==> config.mk <==
export PLATFORM = sky130hd
export DESIGN_NAME = serial_borrow_subtractor
export DESIGN_NICKNAME = d
export VERILOG_FILES = /design/src/rtl/serial_borrow_subtractor.sv
export SDC_FILE = /design/constraint.sdc
export NUM_CORES = 1
export LEC_CHECK = 0
export CAP_MARGIN = 10
export CORE_MARGIN = 2
export CORE_UTILIZATION = 40
export DETAILED_ROUTE_END_ITERATION = 16
export PLACE_DENSITY = 0.65
export SYNTH_ARGS = -nofsm -noshare
export SYNTH_HDL_FRONTEND = slang
export SYNTH_SLANG_ARGS = --single-unit
==> constraint.sdc <==
create_clock -name clk -period 1.2 [get_ports clk]
set_input_delay 0.24 -clock clk [delete_from_list [all_inputs] [get_ports clk]]
set_output_delay 0.24 -clock clk [all_outputs]
set_load 0.01 [all_outputs]
==> src/rtl/serial_borrow_subtractor.sv <==
`default_nettype none
// ============================================================================
// Module  : serial_borrow_subtractor
// Purpose : Bit-serial ripple-borrow subtractor, diff = a - b - bin, LSB first,
//           with start/ready/done handshake. Optional signed-overflow flag
//           enabled by defining SERIAL_SUB_SIGNED_OVF_EN.
// Revision: 1.0 - initial release
// ============================================================================
module serial_borrow_subtractor #(
    parameter int WIDTH = 4
) (
    input  logic             clk,
    input  logic             rst,
    input  logic             start_i,
    input  logic [WIDTH-1:0] a_i,
    input  logic [WIDTH-1:0] b_i,
    input  logic             bin_i,
    output logic             ready_o,
    output logic             busy_o,
    output logic             done_o,
    output logic [WIDTH-1:0] diff_o,
    output logic             bout_o
`ifdef SERIAL_SUB_SIGNED_OVF_EN
    ,
    output logic             ovf_o
`endif
);

    localparam int CW = (WIDTH > 1) ? $clog2(WIDTH) : 1;
    localparam logic [CW-1:0] LAST_BIT = CW'(WIDTH - 1);

    typedef enum logic [0:0] {
        S_IDLE = 1'b0,
        S_RUN  = 1'b1
    } state_t;

    state_t           state_q;
    logic [WIDTH-1:0] a_sh_q;
    logic [WIDTH-1:0] b_sh_q;
    logic [WIDTH-1:0] res_q;
    logic             brw_q;
    logic [CW-1:0]    cnt_q;
    logic             done_q;
    logic [WIDTH-1:0] diff_q;
    logic             bout_q;

    logic             bit_d;
    logic             brw_d;
    logic [WIDTH-1:0] res_d;

    // One full-subtractor cell applied to the current LSBs.
    assign bit_d = a_sh_q[0] ^ b_sh_q[0] ^ brw_q;
    assign brw_d = (~a_sh_q[0] & b_sh_q[0]) | (~(a_sh_q[0] ^ b_sh_q[0]) & brw_q);
    assign res_d = {bit_d, res_q[WIDTH-1:1]};

`ifdef SERIAL_SUB_SIGNED_OVF_EN
    logic a_msb_q;
    logic b_msb_q;
    logic ovf_q;
`endif

    always_ff @(posedge clk or posedge rst) begin
        if (rst) begin
            state_q <= S_IDLE;
            a_sh_q  <= '0;
            b_sh_q  <= '0;
            res_q   <= '0;
            brw_q   <= 1'b0;
            cnt_q   <= '0;
            done_q  <= 1'b0;
            diff_q  <= '0;
            bout_q  <= 1'b0;
`ifdef SERIAL_SUB_SIGNED_OVF_EN
            a_msb_q <= 1'b0;
            b_msb_q <= 1'b0;
            ovf_q   <= 1'b0;
`endif
        end else begin
            done_q <= 1'b0;
            case (state_q)
                S_IDLE: begin
                    if (start_i) begin
                        a_sh_q  <= a_i;
                        b_sh_q  <= b_i;
                        brw_q   <= bin_i;
                        cnt_q   <= '0;
                        state_q <= S_RUN;
`ifdef SERIAL_SUB_SIGNED_OVF_EN
                        a_msb_q <= a_i[WIDTH-1];
                        b_msb_q <= b_i[WIDTH-1];
`endif
                    end
                end
                S_RUN: begin
                    a_sh_q <= a_sh_q >> 1;
                    b_sh_q <= b_sh_q >> 1;
                    res_q  <= res_d;
                    brw_q  <= brw_d;
                    cnt_q  <= cnt_q + CW'(1);
                    // Results are published only once all bits are in.
                    if (cnt_q == LAST_BIT) begin
                        diff_q  <= res_d;
                        bout_q  <= brw_d;
                        done_q  <= 1'b1;
                        state_q <= S_IDLE;
`ifdef SERIAL_SUB_SIGNED_OVF_EN
                        ovf_q   <= (a_msb_q != b_msb_q) && (bit_d != a_msb_q);
`endif
                    end
                end
                default: state_q <= S_IDLE;
            endcase
        end
    end

    assign ready_o = (state_q == S_IDLE);
    assign busy_o  = (state_q == S_RUN);
    assign done_o  = done_q;
    assign diff_o  = diff_q;
    assign bout_o  = bout_q;
`ifdef SERIAL_SUB_SIGNED_OVF_EN
    assign ovf_o   = ovf_q;
`endif

endmodule
`default_nettype wire

# After elaboration in Yosys (flattened, before gate mapping)

Index checks and enable logic that the tools add are counted.

Bits in registers: 22
Output and inout port bits: 8
Logic and storage cells: 34

Add/subtract/negate cells: 1
Equal/unequal tests: 2
Mux-type cells: 13
Bitwise logic cells: 8
Reduce and logical (&&, ||, !) cells: 1

Operators by type and width:

| kind                | count |
|---|---|
| $pmux 4 s2          | 2 |
| $mux 4              | 2 |
| $mux 1              | 5 |
| $pmux 1 s2          | 2 |
| $pmux 2 s2          | 1 |
| $not 1->1           | 3 |
| $add 2x1->2 const B | 1 |
| $and 1x1->1         | 2 |
| $eq 2x2->1 const B  | 1 |
| $mux 2              | 1 |
| $ne 2x2->1 const B  | 1 |
| $reduce_and 2->1    | 1 |
| $xor 1x1->1         | 2 |
| $or 1x1->1          | 1 |

# Longest topological paths before layout

Gate-level depths: netlist (run 1).

Word-level depth: 5
Mapped depth: 4
Depth with buffers taken out: 3

# Least setup slack after synthesis (run 1)

OpenSTA, ideal clock, no wires.

Path type: flip-flop to flip-flop
From: register a_sh_q[0]
To: register diff_q[3] (netlist: diff_o[3])
Arrival time: 1.113 ns
Data required time: 1.075 ns
Setup slack: -0.038 ns
Stages on the path, launching flop included: 3
Path buffers: 0
Clock period less this slack: 1.238 ns
Cells stage by stage: dfrtp_1 -> fa_1 -> mux2_2

Longest elaborated chain between the ends: 2

Ends and longest elaborated chain:

| element                   | RTL line | text |
|---|---|---|
| start: declaration        | 38       | `logic [WIDTH-1:0] a_sh_q;` |
| start signal: assignment  | 83       | `a_sh_q <= a_i;` |
| start signal: assignment  | 95       | `a_sh_q <= a_sh_q >> 1;` |
| $xor 1x1->1 (2 in series) | 52       | `assign bit_d = a_sh_q[0] ^ b_sh_q[0] ^ brw_q;` |
| named net bit_d           | 47       | `logic bit_d;` |
| end signal: assignment    | 102      | `diff_q <= res_d;` |
| end: declaration          | 44       | `logic [WIDTH-1:0] diff_q;` |

The timed path passes the listed nets, and every way through them passes these cells.
A chain may end at the register's enable or synchronous reset.

# Worst setup path after layout (run 1)

From: register brw_q
To: register diff_q[3] (netlist: diff_o[3])

Longest elaborated chain between the ends: 1

Ends and longest elaborated chain:

| element                  | RTL line | text |
|---|---|---|
| start: declaration       | 41       | `logic brw_q;` |
| start signal: assignment | 85       | `brw_q <= bin_i;` |
| start signal: assignment | 98       | `brw_q <= brw_d;` |
| $xor 1x1->1              | 52       |  |
| named net bit_d          | 47       |  |

The timed path passes the listed nets, and every way through them passes these cells.

==> out/metrics.cfg, run 1 <==
[timing]
hold_ws_ps = 249
slew_violations = 0
min_period_ps = 1270
fin_ws_ps = -70.0
tightest_slew_ps = 258
max-slew-margin-rel_pct = 82.8
setup_tns_ps = -166
fmax_mhz = 787
fin_skew_ps = 4.55
final-hold-violation-count = 0
min_period_over_period_pct = 106
grt_setup_unrepaired = yes
setup_viol = 3

[synthesis]
synth_seq_area_share_pct = 56.9
synth.area.top_cells = dfrtp_1, mux2i_1, mux2_2
synth_edf_count = 0
synth-async-reset-ratio_pct = 100
synthCells = 73
synth_top_area_cell = dfrtp_1
yosysWarnings = 0
syn_nets = 87
ys_ff_latch = 21
ys.flop_type = dfrtp_1
yosysTopAreaCellShare_pct = 56.9
syn_area_per_cell_um2 = 12.6
yosysMostFrequentCell = dfrtp_1
synth_area_um2 = 923
ys_types = 19
ys_top_cells_by_count = dfrtp_1, mux2i_1, o21ai_0

[detailed_routing]
firstDrtPassIters = 4
wl_um = 1670
remaining_drc_errors = 0
routed_via_density = 4.64
ant_nets = 0
routedWlPerCell_um = 12.0
routed-via-count = 649
drt-initial-drc-count = 12

[global_routing]
grt_pass1_wl_um = 2680
grtUsageMet3_pct = 5.46
grt.busiest_layer = met2
grt_max_degree = 22
gr-usage-met1_pct = 19.1
met2_usage_pct = 20.5
antenna_found_initial = 0
grt_usage_pct = 13.8
grt_pass1_vias = 586
grt.overflow.total = 0

[floorplanning]
coreArea_mm2 = 0.00219
die_y_um = 52.0
num_rows = 17
start_util_pct = 42.1
dieArea_mm2 = 0.00271
die_x_um = 52.0
ios = 20

[worst_setup_path]
crit_family = adder cells
ff2ff_path_depth = 3
cp.required_ps = 1400
slowest_stage = fa_1
reg2reg_to = diff_o[3]$_DFFE_PP0P_
path_max_fanout = 2
start_kind = flop
critical_path_class = reg -> reg
crit_arrival_ps = 1470
endpoint_kind = flop
reg2reg_slack_ps = -70
r2r-start = brw_q$_DFFE_PP0P_
crit_end = diff_o[3]$_DFFE_PP0P_
critPathMaxStageDelay_ps = 490
crit_chain = inv_2 -> fa_1 -> mux2_2
crit_cells = 3
worst-path-buf-inv = 1
critPathLaunch = brw_q$_DFFE_PP0P_

[power_and_ir_drop]
p_clk_share_pct = 9.8
p_int_uw = 2250
power.static_leakage_uw = 0.000666
worst_ir_drop_vdd_uv = 1250
switching_share_pct = 31.8
combPwrFrac_pct = 53.7
power_frac_seq_pct = 36.5
p_switching_uw = 1050
powerDensity_mw_per_mm2 = 2430

[finish]
syn2layout_area_growth_pct = 46.5
finish.instance_area_mm2 = 0.00135
diodes = 0
final_cells = 140
fin_nets = 127
drive_gt1_share_pct = 38.4
fill_cells = 180

[outcome]
status = complete, but fails checks
violations = negative setup slack

[cts]
clk_pin_slew_ps = 110
clock_path_buffers = 2
root_buffer = clkbuf_4
insertion_delay_ps = 300
cts_tree = yes
numClockSinks = 21
htree_levels = 1
numCtsBuffers = 3

[flow_run]
drv_cap = 0

[min_path]
hp-class = in -> async

[place]
dp_slack_ps = -124
placed_cells = 124
io_buffer_count = 19
dp_hpwl_um = 1120
gp_congestion = 0.659
placed_cell_area_mm2 = 0.00117

flip-flops by register name, indices dropped and copies added, names as in the netlist:
register,cells
done_o,1
res_q,3
b_sh_q,4
busy_o,1
diff_o,4
brw_q,1
cnt_q,2
bout_o,1
a_sh_q,4
routing by layer:
metal | share of wire [%] | vias up
met5 | 0 | -
met2 | 50 | 18
met4 | 0 | 0
met1 | 44 | 309
met3 | 5.6 | 0
li1 | - | 322
worst min-delay path by stage:
stage / start / to / slack [ps] / cells past startpoint
floorplan: rst / a_sh_q[0]$_DFFE_PP0P_ / 220 / 1
global placement: b_sh_q[3]$_DFFE_PP0P_ / b_sh_q[2]$_DFFE_PP0P_ / 460 / 2
detailed placement: b_sh_q[1]$_DFFE_PP0P_ / b_sh_q[0]$_DFFE_PP0P_ / 480 / 2
CTS: rst / diff_o[0]$_DFFE_PP0P_ / 250 / 3
global route: rst / diff_o[0]$_DFFE_PP0P_ / 260 / 3
finish: rst / diff_o[0]$_DFFE_PP0P_ / 250 / 3
worst min-delay path, delay by kind of cell:
kind     cells  cell delay [ps]
buf+inv      3              700
kinds of logic (layout without fill, tap and decap cells):
family	count (synthesis)	after routing	synth area share [%]
AO/OA/AOI/OAI	11	11	6.50
adder cells (fa/ha/maj)	2	2	3.52
buffers and inverters	9	48	6.23
flip-flops	21	21	56.9
multiplexers	17	17	20.2
AND/OR/NAND/NOR	13	13	6.64
final cells by class:
| class | count | area (um^2) | area share, % |
|---|---|---|---|
| Clock buffer | 3 | 22.5 | 1.67 |
| Clock inverter | 1 | 5.00 | 0.370 |
| Timing Repair Buffer | 39 | 375 | 27.8 |
| Inverter | 5 | 21.3 | 1.57 |
| Tap cell | 28 | 35.0 | 2.59 |
| Multi-Input combinational cell | 43 | 368 | 27.2 |
| Sequential cell | 21 | 526 | 38.9 |
stage by stage:
stage / utilization (%) / power (uW)
final: 61.7 / 3290
after global routing: 61.7 / 3580
after CTS: 58.0 / 2980
after detailed placement: 53.4 / 2460
after global placement: 53.4 / 2430
after floorplan: - / 2000
power groups by stage:
stage                     logic, uW  clock network, uW  registers (uW)
final                          1770                324            1200
after detailed placement       1240                  0            1220
after floorplan                 767                  0            1230
after CTS                      1460                340            1190
after global routing           1950                388            1240
after global placement         1230                  0            1210
placed cells by master, fill, tap and decap left out, types with 2 or more instances in the layout:
master	Yosys	final
buf_4	0	15
buf_6	3	2
clkbuf_16	0	2
clkbuf_2	0	5
clkbuf_4	0	3
clkdlybuf4s15_1	0	2
clkdlybuf4s50_1	0	11
dfrtp_1	21	21
inv_1	4	2
inv_2	1	2
mux2_2	5	2
mux2_4	2	5
mux2i_1	10	10
nand2_1	7	7
nand2b_1	2	2
nor2_1	2	2
o21ai_0	8	8
timing repair:
item                                    4_1_cts  5_1_grt
gates resized for setup                      29       10
pin swaps                                     1        3
setup buffers                                 4        6
endpoints found under the setup margin       15       17
hold buffers                                  0        0
gates cloned                                  0        2
(Power assumes the default switching activity.)
==> inputs of run 2 (changes only) <==
==> constraint.sdc (replaced) <==
create_clock -name clk -period 1.2 [get_ports clk]
set_input_delay 0.24 -clock clk [delete_from_list [all_inputs] [get_ports clk]]
set_output_delay 0.24 -clock clk [all_outputs]
set_load 0.005 [all_outputs]
==> run 2 against run 1 <==
Effect of this change:
- the run still ends with negative setup slack left
- routed wire length down 2.3%
- die area unchanged
- cell area down 2.5%
- clock-buffer cell count up 1
- non-clock buffer count down 5
- critical endpoint unchanged
==> out/metrics.cfg, run 2 (synthesis results as in run 1) <==
[global_routing]
grt_usage_pct = 13.5  ; was 13.8%
grt_pass1_wl_um = 2670  ; was 2680 um
grt_pass1_vias = 628  ; was 586
antenna_found_initial = 0  ; unchanged
grt.overflow.total = 0  ; unchanged
grt_max_degree = 22  ; unchanged

[floorplanning]
ios = 20  ; unchanged
num_rows = 17  ; unchanged
die_y_um = 52.0  ; unchanged
die_x_um = 52.0  ; unchanged
dieArea_mm2 = 0.00271  ; unchanged
coreArea_mm2 = 0.00219  ; unchanged
start_util_pct = 42.1  ; unchanged

[worst_setup_path]
worst-path-buf-inv = 1  ; unchanged
crit_chain = inv_2 -> fa_1 -> mux2_2  ; unchanged
crit_end = diff_o[3]$_DFFE_PP0P_  ; unchanged
crit_cells = 3  ; unchanged
path_max_fanout = 2  ; unchanged
critPathMaxStageDelay_ps = 480  ; was 490 ps
r2r-start = brw_q$_DFFE_PP0P_  ; unchanged
start_kind = flop  ; unchanged
ff2ff_path_depth = 3  ; unchanged
crit_arrival_ps = 1470  ; about the same
crit_family = adder cells  ; unchanged
critical_path_class = reg -> reg  ; unchanged
cp.required_ps = 1410  ; was 1400 ps
slowest_stage = fa_1  ; unchanged
endpoint_kind = flop  ; unchanged
reg2reg_slack_ps = -60  ; was -70 ps
reg2reg_to = diff_o[3]$_DFFE_PP0P_  ; unchanged
critPathLaunch = brw_q$_DFFE_PP0P_  ; unchanged

[place]
gp_congestion = 0.687  ; was 0.659
placed_cell_area_mm2 = 0.00118  ; was 0.00117 mm^2
io_buffer_count = 19  ; unchanged
dp_hpwl_um = 1180  ; was 1120 um
placed_cells = 125  ; was 124
dp_slack_ps = -133  ; was -124 ps

[outcome]
violations = negative setup slack  ; unchanged
status = complete, but fails checks  ; unchanged

[min_path]
hp-class = in -> async  ; unchanged

[finish]
diodes = 0  ; unchanged
fill_cells = 190  ; was 180
final_cell_mix = dfrtp_1, clkdlybuf4s50_1, mux2i_1, buf_4, nand2_1  ; was dfrtp_1, buf_4, clkdlybuf4s50_1
drive_gt1_share_pct = 29.9  ; was 38.4%
final_common_cell = dfrtp_1  ; unchanged
final_cells = 135  ; was 140
finish.instance_area_mm2 = 0.00132  ; was 0.00135 mm^2
syn2layout_area_growth_pct = 42.8  ; was 46.5%
fin_nets = 122  ; was 127

[detailed_routing]
routed_via_density = 4.61  ; was 4.64
ant_nets = 0  ; unchanged
drt-initial-drc-count = 19  ; was 12
wl_um = 1640  ; was 1670 um
routedWlPerCell_um = 12.1  ; was 12.0 um
remaining_drc_errors = 0  ; unchanged
firstDrtPassIters = 3  ; was 4
routed-via-count = 623  ; was 649

[timing]
min_period_over_period_pct = 105  ; was 106%
grt_setup_unrepaired = yes  ; unchanged
fmax_mhz = 792  ; was 787 MHz
min_period_ps = 1260  ; was 1270 ps
max-slew-margin-rel_pct = 82.6  ; was 82.8%
slew_violations = 0  ; unchanged
setup_viol = 3  ; unchanged
fin_skew_ps = 1.99  ; was 4.55 ps
setup_tns_ps = -131  ; was -166 ps
final-hold-violation-count = 0  ; unchanged
fin_ws_ps = -62.7  ; was -70.0 ps
tightest_slew_ps = 261  ; was 258 ps

[cts]
insertion_delay_ps = 310  ; was 300 ps
numCtsBuffers = 3  ; unchanged
numClockSinks = 21  ; unchanged
clock_path_buffers = 2  ; unchanged
cts_tree = yes  ; unchanged
root_buffer = clkbuf_4  ; unchanged
clk_pin_slew_ps = 110  ; about the same
htree_levels = 1  ; unchanged

[power_and_ir_drop]
power.static_leakage_uw = 0.000634  ; was 0.000666 uW
worst_ir_drop_vdd_uv = 1440  ; was 1250 uV
powerDensity_mw_per_mm2 = 2360  ; was 2430 mW/mm^2

[flow_run]
drv_cap = 0  ; unchanged

-- run 2: cell count changes in the layout (fill, tap and decap cells not counted), moves of 2 or more --
cell,delta
o21ai_1,+2
clkbuf_2,-5
clkdlybuf4s15_1,+4
o21ai_0,-2
buf_4,-5
-- run 2: worst min path at each step --
stage                                       end  slack (ps)
final                      res_q[1]$_DFFE_PP0P_         250
after global routing       res_q[3]$_DFFE_PP0P_         270
after global placement    b_sh_q[2]$_DFFE_PP0P_         460
after floorplan           a_sh_q[0]$_DFFE_PP0P_         220
after detailed placement  b_sh_q[1]$_DFFE_PP0P_         480
after CTS                  res_q[3]$_DFFE_PP0P_         260
-- run 2: power breakdown --
group	switching (uW)	internal (uW)
logic	582	990
registers	181	1020
clock network	213	130
-- run 2: final cells by class --
type / instances / area (um^2) / share of cell area (%)
sequential: 21 / 526 / 39.8
tap: 28 / 35.0 / 2.66
clock buffer: 4 / 26.3 / 1.99
timing repair buffer: 34 / 343 / 26.0
inverter: 5 / 21.3 / 1.61
multi-input combinational: 43 / 368 / 27.9
-- run 2: layer usage --
metal	up-vias	wire, um	part of all wire [%]	global-route usage (%)
li1	313	-	-	-
met3	3	78	4.8	2.59
met1	291	751	46	15.2
met2	16	771	47	24.1
met4	0	34	2.1	6.58
met5	-	0	0	0
-- run 2: repair_timing --
action | 4_1_cts | 5_1_grt
gates cloned | 0 | 1
pin swaps | 1 | 2
hold buffers | 0 | 0
endpoints found under the setup margin | 13 | 10
gates resized for setup | 23 | 12
setup buffers | 4 | 1
-- run 2: worst register-to-register path, delay by kind of cell, from the launching register on --
family	cells	cell delay, ps
adders and majority gates	1	480
muxes	1	270
DFF	1	370
buffers and inverters	1	40
-- run 2: through the flow --
stage,util [%],hold slack (ps),power (uW)
finish,60.2,246,3120
CTS,57.2,258,2910
global route,60.2,271,3360
global placement,53.7,459,2400
detailed placement,53.7,476,2450
floorplan,-,217,1950
==> inputs of run 3 (changes only) <==
--- a/config.mk
+++ b/config.mk
@@ -10,6 +10,7 @@
 export CORE_UTILIZATION = 40
 export DETAILED_ROUTE_END_ITERATION = 16
 export PLACE_DENSITY = 0.65
+export SLEW_MARGIN = 10
 export SYNTH_ARGS = -nofsm -noshare
 export SYNTH_HDL_FRONTEND = slang
 export SYNTH_SLANG_ARGS = --single-unit
==> results of run 3 <==
Final layout, timing and power as in run 2 (identical DEF).
